### src/rtl/uart_cmd_parser.sv
// Byte-level parser for "I <mode> <A hex><op><B hex>=" frames from the UART receiver.
// Holds the decoded command on a valid/ready handshake toward the ALU.
module uart_cmd_parser #(
  parameter int unsigned DIGITS = 4,
  parameter int unsigned W      = 16
) (
  input  logic         clk,
  input  logic         rst,
  input  logic         rx_valid,
  input  logic [7:0]   rx_data,
  input  logic         cmd_ready,
  output logic         cmd_valid,
  output logic         cmd_signed,
  output logic [1:0]   cmd_op,
  output logic [W-1:0] op_a,
  output logic [W-1:0] op_b,
  output logic         err,
  output logic         overrun
);

  localparam int unsigned CntW = $clog2(DIGITS + 1);
  localparam logic [CntW-1:0] LastDig = CntW'(DIGITS - 1);

  localparam logic [7:0] ChI     = 8'h49;
  localparam logic [7:0] ChCr    = 8'h0D;
  localparam logic [7:0] ChLf    = 8'h0A;
  localparam logic [7:0] ChSpace = 8'h20;
  localparam logic [7:0] ChS     = 8'h53;
  localparam logic [7:0] ChU     = 8'h55;
  localparam logic [7:0] ChEq    = 8'h3D;

  typedef enum logic [3:0] {
    StIdle, StSp1, StMode, StSp2, StADig, StOp, StBDig, StEq, StHold
  } state_e;

  state_e          state_q, state_d;
  logic            signed_q, signed_d;
  logic [1:0]      op_q, op_d;
  logic [W-1:0]    a_q, a_d;
  logic [W-1:0]    b_q, b_d;
  logic [CntW-1:0] cnt_q, cnt_d;
  logic            err_q, err_d;
  logic            overrun_q, overrun_d;

  logic            dig_ok;
  logic [3:0]      nib;
  logic            bad;

  // Returns {is_hex, nibble} for an ASCII hex digit.
  function automatic logic [4:0] hex_nib(input logic [7:0] c);
    logic [7:0] v;
    if (c >= 8'h30 && c <= 8'h39) begin
      v = c - 8'h30;
      return {1'b1, v[3:0]};
    end else if (c >= 8'h61 && c <= 8'h66) begin
      v = c - 8'h57;
      return {1'b1, v[3:0]};
    end else if (c >= 8'h41 && c <= 8'h46) begin
      v = c - 8'h37;
      return {1'b1, v[3:0]};
    end
    return 5'd0;
  endfunction

  always_comb begin
    state_d   = state_q;
    signed_d  = signed_q;
    op_d      = op_q;
    a_d       = a_q;
    b_d       = b_q;
    cnt_d     = cnt_q;
    err_d     = 1'b0;
    overrun_d = 1'b0;
    bad       = 1'b0;
    {dig_ok, nib} = hex_nib(rx_data);

    if (state_q == StHold) begin
      // Bytes arriving while the command is held are dropped, never parsed.
      overrun_d = rx_valid;
      if (cmd_ready) state_d = StIdle;
    end else if (rx_valid) begin
      case (state_q)
        StIdle: begin
          if (rx_data == ChI) state_d = StSp1;
          else if (rx_data != ChCr && rx_data != ChLf) err_d = 1'b1;
        end
        StSp1: begin
          if (rx_data == ChSpace) state_d = StMode;
          else bad = 1'b1;
        end
        StMode: begin
          if (rx_data == ChS || rx_data == ChU) begin
            signed_d = (rx_data == ChS);
            state_d  = StSp2;
          end else begin
            bad = 1'b1;
          end
        end
        StSp2: begin
          if (rx_data == ChSpace) begin
            a_d     = '0;
            cnt_d   = '0;
            state_d = StADig;
          end else begin
            bad = 1'b1;
          end
        end
        StADig: begin
          if (dig_ok) begin
            a_d   = {a_q[W-5:0], nib};
            cnt_d = cnt_q + 1'b1;
            if (cnt_q == LastDig) state_d = StOp;
          end else begin
            bad = 1'b1;
          end
        end
        StOp: begin
          b_d     = '0;
          cnt_d   = '0;
          state_d = StBDig;
          case (rx_data)
            8'h2B:   op_d = 2'b00;
            8'h2D:   op_d = 2'b01;
            8'h2A:   op_d = 2'b10;
            8'h2F:   op_d = 2'b11;
            default: begin
              bad     = 1'b1;
              b_d     = b_q;
              cnt_d   = cnt_q;
              state_d = state_q;
            end
          endcase
        end
        StBDig: begin
          if (dig_ok) begin
            b_d   = {b_q[W-5:0], nib};
            cnt_d = cnt_q + 1'b1;
            if (cnt_q == LastDig) state_d = StEq;
          end else begin
            bad = 1'b1;
          end
        end
        StEq: begin
          if (rx_data == ChEq) state_d = StHold;
          else bad = 1'b1;
        end
        default: state_d = StIdle;
      endcase

      // An unexpected 'I' is taken as the start of a new frame.
      if (bad) begin
        err_d   = 1'b1;
        cnt_d   = '0;
        state_d = (rx_data == ChI) ? StSp1 : StIdle;
      end
    end
  end

  always_ff @(posedge clk) begin
    if (rst) begin
      state_q   <= StIdle;
      signed_q  <= 1'b0;
      op_q      <= 2'b00;
      a_q       <= '0;
      b_q       <= '0;
      cnt_q     <= '0;
      err_q     <= 1'b0;
      overrun_q <= 1'b0;
    end else begin
      state_q   <= state_d;
      signed_q  <= signed_d;
      op_q      <= op_d;
      a_q       <= a_d;
      b_q       <= b_d;
      cnt_q     <= cnt_d;
      err_q     <= err_d;
      overrun_q <= overrun_d;
    end
  end

  assign cmd_valid  = (state_q == StHold);
  assign cmd_signed = signed_q;
  assign cmd_op     = op_q;
  assign op_a       = a_q;
  assign op_b       = b_q;
  assign err        = err_q;
  assign overrun    = overrun_q;

endmodule

### config.mk
export PLATFORM = sky130hd
export DESIGN_NAME = uart_cmd_parser
export DESIGN_NICKNAME = d
export VERILOG_FILES = /design/src/rtl/uart_cmd_parser.sv
export SDC_FILE = /design/constraint.sdc
export NUM_CORES = 1
export LEC_CHECK = 0
export CAP_MARGIN = 15
export CORE_UTILIZATION = 40
export CTS_CLUSTER_DIAMETER = 120
export DETAILED_ROUTE_END_ITERATION = 10
export DONT_BUFFER_PORTS = 1
export PLACE_DENSITY_LB_ADDON = 0.3
export RECOVER_POWER = 50
export SLEW_MARGIN = 5
export SYNTH_ARGS = -nofsm -noshare
export SYNTH_HDL_FRONTEND = slang
export SYNTH_SLANG_ARGS = --single-unit
### constraint.sdc
create_clock -name clk -period 3 [get_ports clk]
set_input_delay 0.6 -clock clk [delete_from_list [all_inputs] [get_ports clk]]
set_output_delay 0.6 -clock clk [all_outputs]
set_load 0.005 [all_outputs]
# Word-level counts from Yosys, hierarchy flattened
# Index checks and enable logic that the tools add are counted.
# op_classes
n_bitwise	2
n_mux	47
n_reduce_logical	22
add_sub_neg	4
magnitude_cmp	6
eq_ne	38
# op_table
op	count
2-to-1 mux 16 bit	4
case mux 16 bit (2 select lines)	2
2-to-1 mux 4 bit	14
== test 8 x 6 -> 1 bit (second input constant)	6
!= test 4 bit (second input constant)	10
case mux 4 bit (8 select lines)	1
== test 8 x 7 -> 1 bit (second input constant)	3
2-to-1 mux 5 bit	4
== test 4 x 3 -> 1 bit (second input constant)	4
>= comparator 8 x 7 -> 1 bit (second input constant)	2
<= comparator 8 x 7 -> 1 bit (second input constant)	2
!= test 8 x 4 -> 1 bit (second input constant)	2
2-to-1 mux 1 bit	15
2-to-1 mux 3 bit	4
AND reduction 12 bit	1
!= test 2 bit (second input constant)	5
AND reduction 5 bit	2
case mux 3 bit (3 select lines)	1
== test 4 x 2 -> 1 bit (second input constant)	2
>= comparator 8 x 6 -> 1 bit (second input constant)	1
<= comparator 8 x 6 -> 1 bit (second input constant)	1
case mux 2 bit (4 select lines)	1
AND reduction 4 bit	2
nonzero test 4 bit	2
18 further kinds	28
# word_totals
wordCells	127
ff_bits	44
output_inout_bits	38
in_bits	12

# Logic depth before layout (Yosys ltp)
# Gate-level depths: netlist of run 1.
# logic_depth
ltp_word	13
ltp_mapped	9
ltp_nobuf	7

# Least setup slack after synthesis of run 1
# No wires, ideal clock.
# synth_path
path_type	input port to flip-flop
from	in rx_data[1]
to	reg state_q[1]
path_slack_ns	0.564
arrival_time_ns	2.319
n_path_buf	1
setup_time_ns	0.117
path_stages	8
required_time_ns	2.883
cell_sequence	inv_1 ha_1 or4b_1 and3_1 clkbuf_1 o21ai_0 o211ai_1 a32o_1
# synth_via
elab_chain_len	13
elab_cells_between_ends	48
classes_between	6 x order compare; 19 x eq/ne; 17 x mux; 6 x reduce/logical
# synth_lines
item	line_no	rtl
from (decl)	10	input logic [7:0] rx_data,
branches (longest 13 deep; another with >= comparator 8 x 7 -> 1 bit)	n/a	
to (signal assigned)	161	state_q <= StIdle;
to (signal assigned)	170	state_q <= state_d;
to (decl)	36	state_e state_q, state_d;
# Several ways; the timed one is not identified. The select of a mux whose other input is x is not followed.
# A chain may end at the register's enable or synchronous reset.

# Worst setup path after layout of run 1
# layout_path
from	in rx_data[7]
to	reg b_q[7] (netlist: op_b[7])
# layout_via
elab_chain_len	8
elab_cells_between_ends	23
classes_between	6 x order compare; 6 x eq/ne; 6 x mux; 5 x reduce/logical
# layout_lines
item	line_no	rtl
>= comparator 8 x 7 -> 1 bit / <= comparator 8 x 7 -> 1 bit (equally long branches)	58	end else if (c >= 8'h41 && c <= 8'h46) begin
logical AND 1 bit	58	
2-to-1 mux 1 bit	58	
2-to-1 mux 1 bit	55	end else if (c >= 8'h61 && c <= 8'h66) begin
2-to-1 mux 1 bit	52	if (c >= 8'h30 && c <= 8'h39) begin
2-to-1 mux 5 bit	62	return 5'd0;
!= test 2 bit (no source line)	n/a	
AND reduction 5 bit (no source line) *	n/a	
to (signal assigned)	165	b_q <= '0;
to (signal assigned)	174	b_q <= b_d;
to (decl)	40	logic [W-1:0] b_q, b_d;
# Mark *: on every way between the ends. The rest lies on a longest branch, timed or not.

==> results of run 1 <==
## cell usage after synthesis, types with 4 or more instances
cell / count / share of area
o21ai_0: 4 / 0.0090
a21oi_1: 20 / 0.045
inv_1: 13 / 0.022
ha_1: 6 / 0.034
o32ai_1: 7 / 0.028
nor3_1: 5 / 0.011
mux2i_1: 6 / 0.027
nor2_1: 11 / 0.019
or3_1: 4 / 0.011
clkbuf_1: 14 / 0.024
o22ai_1: 9 / 0.025
dfxtp_1: 44 / 0.40
nand3b_1: 13 / 0.044
nand2_1: 36 / 0.061
## layer usage
metal | GRT usage | share of wire | vias up
li1 | - | - | 952
met1 | 0.253 | 0.48 | 885
met2 | 0.291 | 0.45 | 50
met3 | 0.0623 | 0.065 | 5
met4 | 0.0673 | 0.0097 | 0
met5 | 0 | 0 | -
## through the flow
| stage | hold WS, ps | setup WS [ps] |
|---|---|---|
| global placement | 447 | 449 |
| finish | 369 | 448 |
| detailed placement | 455 | 406 |
| floorplan | 435 | 564 |
| global route | 349 | 311 |
| CTS | 351 | 717 |
## cells by family after synthesis
group / Yosys count
adders and majority gates: 6
xor gates and xnor gates: 1
muxes: 6
and+or+nand+nor: 98
buffers and inverters: 30
AOI/OAI and AO/OA: 74
DFF: 44
## power by group
| part | internal (mW) | total, mW | leakage (nW) | switching (mW) |
|---|---|---|---|---|
| logic | 0.0178 | 0.0440 | 0.358 | 0.0262 |
| clock network | 0.328 | 0.525 | 0.0642 | 0.198 |
| registers | 0.585 | 0.586 | 0.354 | 0.00160 |
## sequential cells by signal, summed over array words and instances (netlist names)
| signal | cells |
|---|---|
| cmd_op | 2 |
| cmd_signed | 1 |
| cnt_q | 3 |
| err | 1 |
| op_a | 16 |
| op_b | 16 |
| overrun | 1 |
| state_q | 4 |
## layout by cell type, fill, tap and decap left out, types with 2 or more instances in the layout
cell type  Yosys  final
nand3_1        2      2
nor2_1        11     11
o22ai_1        9      9
o31ai_1        2      2
and2_1         3      3
or3_1          4      4
nand2_1       36     36
a211oi_1       3      3
mux2i_1        6      6
o2bb2ai_1      3      3
nor2b_1        2      2
buf_4          1      5
nand3b_1      13     13
and3_1         3      3
bufinv_16      0      2
o32ai_1        7      7
nand2b_1       3      3
nor4bb_1       3      3
o211ai_1       3      3
ha_1           6      6
clkbuf_8       0      5
a21oi_1       20     20
dfxtp_1       44     44
nor3_1         5      5
a21o_1         2      2
o21ai_0        4      4
or4b_1         3      3
inv_1         13     13
a31oi_1        3      3
a21oi_2        2      2
## cell type report
cell class	count	area, sq um	area share
clock inverters	2	60.1	0.0250
multi-input cells	185	1220	0.507
clock buffers	5	68.8	0.0286
well taps	70	87.6	0.0364
flip-flops and latches	44	881	0.366
inverters	13	48.8	0.0203
repair buffers	6	41.3	0.0172
## critical path, delay by kind of cell
kind / cells / cell delay, ps
compound gates: 3 / 1120
simple gates: 2 / 690
buf+inv: 1 / 330
## worst min-delay path by stage
stage                               to  slack, ps  cells after the start
6_report       state_q[3]$_SDFFE_PP0P_        370                      1
5_1_grt           op_b[9]$_SDFFE_PP0P_        350                      1
4_1_cts          op_b[15]$_SDFFE_PP0P_        350                      1
3_5_place_dp     cnt_q[2]$_SDFFE_PP0P_        450                      2
3_3_place_gp     cnt_q[2]$_SDFFE_PP0P_        450                      2
2_1_floorplan    cnt_q[2]$_SDFFE_PP0P_        430                      2
==> flow_summary.yaml, run 1 <==
status:
  outcome: "complete, no violations"
logic_synthesis:
  yosys.area_share.adder: 0.0338
  synthMuxAreaShare: 0.0271
  synth_top_family_by_area: "simple AND/OR/NAND/NOR gates"
  synth_edf_count: 0
  yosysSeqAreaShare: 0.397
  synth_cells: 259
  avgSynthCellArea_sq_um: 8.57
  synth_area_sq_mm: 0.00222
  synthDistinctLibCells: 57
  synthXorXnorAreaFrac: 0.00395
  syn-num-nets: 277
  synthSimpleGateAreaFrac: 0.249
  yosys_warnings: 0
  ys_ff_latch: 44
  synth_ff_type: "dfxtp_1"
  ys_async_sr_fraction: 0
  synth_compound_area_frac: 0.235
layout:
  antennaDiodeCount: 0
  stdcell_count: 325
  stdcell_area_sq_mm: 0.00241
  fin_util: 0.459
  drive_above_1_share: 0.0745
  fillCellCount: 532
  nNetsFinal: 273
  syn2layout_area_growth_pct: 8.46
clock_tree:
  cts.sinks: 44
  ctsHoldBuffers: 0
  clk_latency_ps: 300
  cts-buffers-inserted: 5
  post_cts_buffers: 0
  cts_resized: 0
  cts_root_buf: "clkbuf_8"
  cts_buffer_depth: 2
  cts.clk_slew.worst_paths_ps: 80
  cts_htree_levels: 2
  tritoncts: "yes"
job:
  maxCapViolations: 0
power:
  max-vdd-ir-drop_uv: 232
  p_leak_nw: 0.777
  p_per_area_mw_per_mm2: 480
  p_total_mw: 1.16
timing:
  fin_crit_sh: 0.851
  relSlewSlack: 0.406
  tightest_slew_ps: 880
  setup_viol: 0
  clock.fmax_mhz: 392
  skew_ps: 4.46
  slew_violations: 0
  finalHoldViolCount: 0
  period_minus_slack_ps: 2550
  tns_ps: 0
  rsz0062_at_grt: "no"
global_routing:
  grt_remaining_overflow: 0
  grt_pass1_vias: 1888
  antenna_found_initial: 0
  grtUsageTotal: 0.192
  grt_start_max_net_pins: 31
  grt_pass1_wl_microns: 9030
detailed_routing:
  drt-total-wl_microns: 5350
  route.detailed.drc: 0
  first_iter_violations: 89
  viasPerCell: 5.82
  drt-pass1-iter-count: 4
  ant_nets: 0
  wl_per_cell_microns: 16.5
  num_vias: 1892
floorplan:
  ios: 50
  rows: 26
  die_x_microns: 76.5
  core_sq_mm: 0.00524
  start_util: 0.424
  fp.dieArea_sq_mm: 0.00585
  die_y_microns: 76.5
placed_design:
  gp_congestion: 0.816
  place_inst: 318
  hpwl_microns: 3700
  port_buffers: 0
  place_area_sq_mm: 0.00229
worst_setup_path:
  worst_path_max_delay_cell: "a211oi_1"
  cpPeakStageDelay_ps: 720
  cp-endpoint: "op_b[7]$_SDFFE_PP0P_"
  cp_cell_sequence: "nor4bb_1 > o21ai_1 > a211oi_1 > buf_4 > nand3b_1 > a21oi_1"
  path_max_fanout: 19
  regToRegSetupSlack_ps: 730
  crit_start: "rx_data[7]"
  arrival_ps: 2750
  crit_type: "primary input to register"
  required_ps: 3190
  regToRegEndpoint: "state_q[3]$_SDFFE_PP0P_"
  critPathLaunchType: "primary input"
  r2r_cells: 5
  timing.rr.start: "state_q[3]$_SDFFE_PP0P_"
  cp-end-kind: "register"
min_path:
  worstHoldPathType: "primary input to register"
  hold_path_startpoint: "rst"
Note: power is estimated with default switching activity, not from simulation.
==> inputs of run 2 (changes only) <==
--- a/config.mk
+++ b/config.mk
@@ -10,6 +10,7 @@
 export CTS_CLUSTER_DIAMETER = 120
 export DETAILED_ROUTE_END_ITERATION = 10
 export DONT_BUFFER_PORTS = 1
+export MAX_ROUTING_LAYER = met4
 export PLACE_DENSITY_LB_ADDON = 0.3
 export RECOVER_POWER = 50
 export SLEW_MARGIN = 5
==> flow_summary.yaml, run 2 (synthesized netlist as in run 1, its figures left out) <==
status:
  outcome: "complete, no violations"
floorplan:
  die_x_microns: 76.5
  fp.dieArea_sq_mm: 0.00585
  ios: 50
  rows: 26
  start_util: 0.424
  die_y_microns: 76.5
  core_sq_mm: 0.00524
job:
  maxCapViolations: 0
worst_setup_path:
  worst_path_max_delay_cell: "a211oi_1"
  cp-endpoint: "op_b[7]$_SDFFE_PP0P_"
  timing.rr.start: "state_q[3]$_SDFFE_PP0P_"
  cp.depth: 6
  crit_start: "rx_data[7]"
  required_ps: 3190
  arrival_ps: 2770
  cpPeakStageDelay_ps: 730
  crit_type: "primary input to register"
  regToRegEndpoint: "state_q[3]$_SDFFE_PP0P_"
  cp_cell_sequence: "nor4bb_1 > o21ai_1 > a211oi_1 > buf_4 > nand3b_1 > a21oi_1"
  path_max_fanout: 19
  critical_path.top_delay_family: "compound AO/OA/AOI/OAI gates"
  critPathLaunchType: "primary input"
  cp-end-kind: "register"
  r2r_cells: 5
  regToRegSetupSlack_ps: 730
  critPathBufInv: 1
clock_tree:
  cts.sinks: 44
  clk_latency_ps: 300
  cts.clk_slew.worst_paths_ps: 80
  ctsHoldBuffers: 0
  cts_buffer_depth: 2
  cts-buffers-inserted: 5
  cts_htree_levels: 2
  post_cts_buffers: 0
  cts_root_buf: "clkbuf_8"
  cts_resized: 0
  tritoncts: "yes"
layout:
  fin_util: 0.459
  drive_above_1_share: 0.0745
  layout_commonest_cell: "dfxtp_1"
  fillCellCount: 532
  syn2layout_area_growth_pct: 8.46
  antennaDiodeCount: 0
  layout_common_cells: "dfxtp_1 (44), nand2_1 (36), a21oi_1 (20)"
  seq_area_sq_um: 881
  multi_input_area_sq_mm: 0.00122
  nNetsFinal: 273
detailed_routing:
  wl_per_cell_microns: 16.4
  ant_nets: 0
  viasPerCell: 5.80
  drt-total-wl_microns: 5340
  drt-pass1-iter-count: 4
  route.detailed.drc: 0
  num_vias: 1885
  first_iter_violations: 92
timing:
  relSlewSlack: 0.331
  period_minus_slack_ps: 2580
  fin_crit_sh: 0.859
  rsz0062_at_grt: "no"
  finalHoldViolCount: 0
  slew_violations: 0
  tightest_slew_ps: 990
  setup_viol: 0
  hold-worst-slack_ps: 368
  clock.fmax_mhz: 388
  tns_ps: 0
  skew_ps: 4.73
global_routing:
  grtUsageTotal: 0.197
  grt_remaining_overflow: 0
  grt_pass1_vias: 1883
  grt_start_max_net_pins: 31
  antenna_found_initial: 0
  grt_pass1_wl_microns: 9010
min_path:
  worstHoldPathType: "primary input to register"
placed_design:
  gp_congestion: 0.828
  port_buffers: 0
  hpwl_microns: 3700
power:
  p_leak_nw: 0.777
  p_per_area_mw_per_mm2: 481
  max-vdd-ir-drop_uv: 232
## run 2: layer usage
metal / track usage / part of all wire / up-vias
li1: - / - / 953
met1: 0.259 / 0.49 / 879
met2: 0.291 / 0.45 / 48
met3: 0.0515 / 0.058 / 5
met4: 0.0673 / 0.0094 / 0
met5: - / 0 / -
## run 2: worst min path at each step
stage | from | end | slack [ps] | cells past startpoint
finish | rst | op_b[5]$_SDFFE_PP0P_ | 370 | 1
global route | rst | op_b[9]$_SDFFE_PP0P_ | 350 | 1
CTS | rst | op_b[15]$_SDFFE_PP0P_ | 350 | 1
detailed placement | cnt_q[2]$_SDFFE_PP0P_ | cnt_q[2]$_SDFFE_PP0P_ | 450 | 2
global placement | cnt_q[2]$_SDFFE_PP0P_ | cnt_q[2]$_SDFFE_PP0P_ | 450 | 2
floorplan | cnt_q[2]$_SDFFE_PP0P_ | cnt_q[2]$_SDFFE_PP0P_ | 430 | 2
## run 2: final cells by class
class,instances,share of cell area
inverters,13,0.0203
repair buffers,6,0.0172
multi-input cells,185,0.507
well taps,70,0.0364
flip-flops and latches,44,0.366
clock inverters,2,0.0250
clock buffers,5,0.0286
## run 2: power breakdown
part	leakage, nW	switching [mW]	internal (mW)
Clock	0.0642	0.200	0.328
Combinational	0.358	0.0263	0.0178
Sequential	0.354	0.00162	0.585
Total	0.777	0.228	0.930
## run 2: through the flow
| stage | instance area (sq um) | setup slack (ps) | total power, mW | instances |
|---|---|---|---|---|
| after floorplan | 2220 | 564 | 0.642 | 259 |
| after global placement | 2290 | 449 | 0.644 | 318 |
| after detailed placement | 2290 | 406 | 0.644 | 318 |
| after CTS | 2410 | 717 | 1.17 | 325 |
| after global routing | 2410 | 310 | 1.20 | 325 |
| final | 2410 | 424 | 1.16 | 325 |
## run 2: worst register-to-register path: stages, from the launching register on
cell and delay [ps]:
dfxtp_1 540, or4b_2 680, mux2i_1 170, a21o_1 190, or4b_1 470, a21oi_1 150
==> inputs of run 3 (changes only) <==
--- a/config.mk
+++ b/config.mk
@@ -6,7 +6,7 @@
 export NUM_CORES = 1
 export LEC_CHECK = 0
 export CAP_MARGIN = 15
-export CORE_UTILIZATION = 40
+export CORE_UTILIZATION = 45
 export CTS_CLUSTER_DIAMETER = 120
 export DETAILED_ROUTE_END_ITERATION = 10
 export DONT_BUFFER_PORTS = 1
==> flow_summary.yaml, run 3 (synthesized netlist as in run 1, its figures left out) <==
worst_setup_path:
  required_ps: 3200
  path_max_fanout: 7
  crit_type: "primary input to register"
  worst_path_max_delay_cell: "or4b_1"
  cp_cell_sequence: "inv_1 > ha_1 > or4b_1 > and3_1 > o21ai_0 > o211ai_1 > a32o_1"
  cp-end-kind: "register"
  cpPeakStageDelay_ps: 620
  arrival_ps: 2530
  critPathLaunchType: "primary input"
timing:
  setup_viol: 0
  finalHoldViolCount: 0
  clock.fmax_mhz: 429
  hold-worst-slack_ps: 366
  slew_violations: 0
  rsz0062_at_grt: "no"
  tightest_slew_ps: 1060
  period_minus_slack_ps: 2330
  tns_ps: 0
  relSlewSlack: 0.294
  skew_ps: 8.07
  fin_crit_sh: 0.777
min_path:
  worstHoldPathType: "primary input to register"
global_routing:
  grt_remaining_overflow: 0
  antenna_found_initial: 0
  grt_pass1_vias: 1727
  grt_pass1_wl_microns: 8130
  grtUsageTotal: 0.203
  use_met1: 0.272
  grtUsageMet3: 0.0500
  grt_util_met2: 0.304
  grt_start_max_net_pins: 31
  busiest_layer: "met2"
clock_tree:
  cts_buffer_depth: 2
  ctsHoldBuffers: 0
  cts_root_buf: "clkbuf_8"
  cts-buffers-inserted: 5
  clk_latency_ps: 300
  cts_htree_levels: 2
  cts.sinks: 44
  tritoncts: "yes"
  post_cts_buffers: 0
  cts_resized: 0
  cts.clk_slew.worst_paths_ps: 90
layout:
  drive_above_1_share: 0.0824
  nNetsFinal: 272
  syn2layout_area_growth_pct: 6.88
  layout_common_cells: "dfxtp_1 (44), nand2_1 (36), a21oi_1 (20)"
  fillCellCount: 469
  layout_commonest_cell: "dfxtp_1"
  fin_util: 0.502
  antennaDiodeCount: 0
power:
  max-vdd-ir-drop_uv: 253
  p_leak_nw: 0.752
  p_total_mw: 1.01
  p_per_area_mw_per_mm2: 427
detailed_routing:
  route.detailed.drc: 0
  ant_nets: 0
  first_iter_violations: 129
  viasPerCell: 5.99
  drt-total-wl_microns: 5080
  num_vias: 1929
  drt-pass1-iter-count: 4
  wl_per_cell_microns: 15.8
floorplan:
  die_x_microns: 72.2
  rows: 25
  die_y_microns: 72.2
  ios: 50
  fp.dieArea_sq_mm: 0.00521
  start_util: 0.470
  core_sq_mm: 0.00472
placed_design:
  gp_congestion: 0.815
  port_buffers: 0
  hpwl_microns: 3540
job:
  maxCapViolations: 0
status:
  outcome: "complete, no violations"
==> run 3: changes by cell type in the layout (fill, tap and decap cells not counted), sizes merged <==
cell      change
clkinv        +1
bufinv        -2
clkinvlp      +1
==> run 3: layer usage <==
metal,part of all wire,wire [microns]
met1,0.50,2520
met2,0.44,2240
met3,0.053,270
met4,0.0097,49
met5,0,0
==> run 3: path summary, 6_finish.rpt <==
check	cells after the start	start	slack [ps]	endpoint
min reg2reg	2	cnt_q[1]$_SDFFE_PP0P_	470	cnt_q[1]$_SDFFE_PP0P_
max reg2reg	5	state_q[3]$_SDFFE_PP0P_	740	state_q[3]$_SDFFE_PP0P_
min	1	rst	370	op_b[4]$_SDFFE_PP0P_
max	7	rx_data[1]	670	state_q[1]$_SDFFE_PP0P_
==> run 3: final cells by class <==
| cell class | instances | area [sq um] | area share |
|---|---|---|---|
| flip-flops and latches | 44 | 881 | 0.372 |
| repair buffers | 5 | 37.5 | 0.0158 |
| clock inverters | 2 | 16.3 | 0.00686 |
| clock buffers | 6 | 72.6 | 0.0306 |
| inverters | 13 | 48.8 | 0.0206 |
| multi-input cells | 185 | 1230 | 0.519 |
| well taps | 67 | 83.8 | 0.0354 |
==> run 3: through the flow <==
step	setup slack (ps)	instance area [sq um]	instances
global route	558	2370	322
CTS	696	2370	322
global placement	438	2280	314
detailed placement	395	2280	314
floorplan	564	2220	259
finish	669	2370	322
==> run 3: report_power, final <==
group | internal [mW] | switching, mW | total [mW]
registers | 0.585 | 0.00157 | 0.586
clock network | 0.166 | 0.216 | 0.382
logic | 0.0176 | 0.0261 | 0.0437
total | 0.768 | 0.243 | 1.01
==> run 3: critical path, delay by kind of cell <==
| family | cells | cell delay (ps) |
|---|---|---|
| simple gates | 2 | 860 |
| compound gates | 3 | 770 |
| fa+ha+maj | 1 | 260 |
| buf+inv | 1 | 40 |
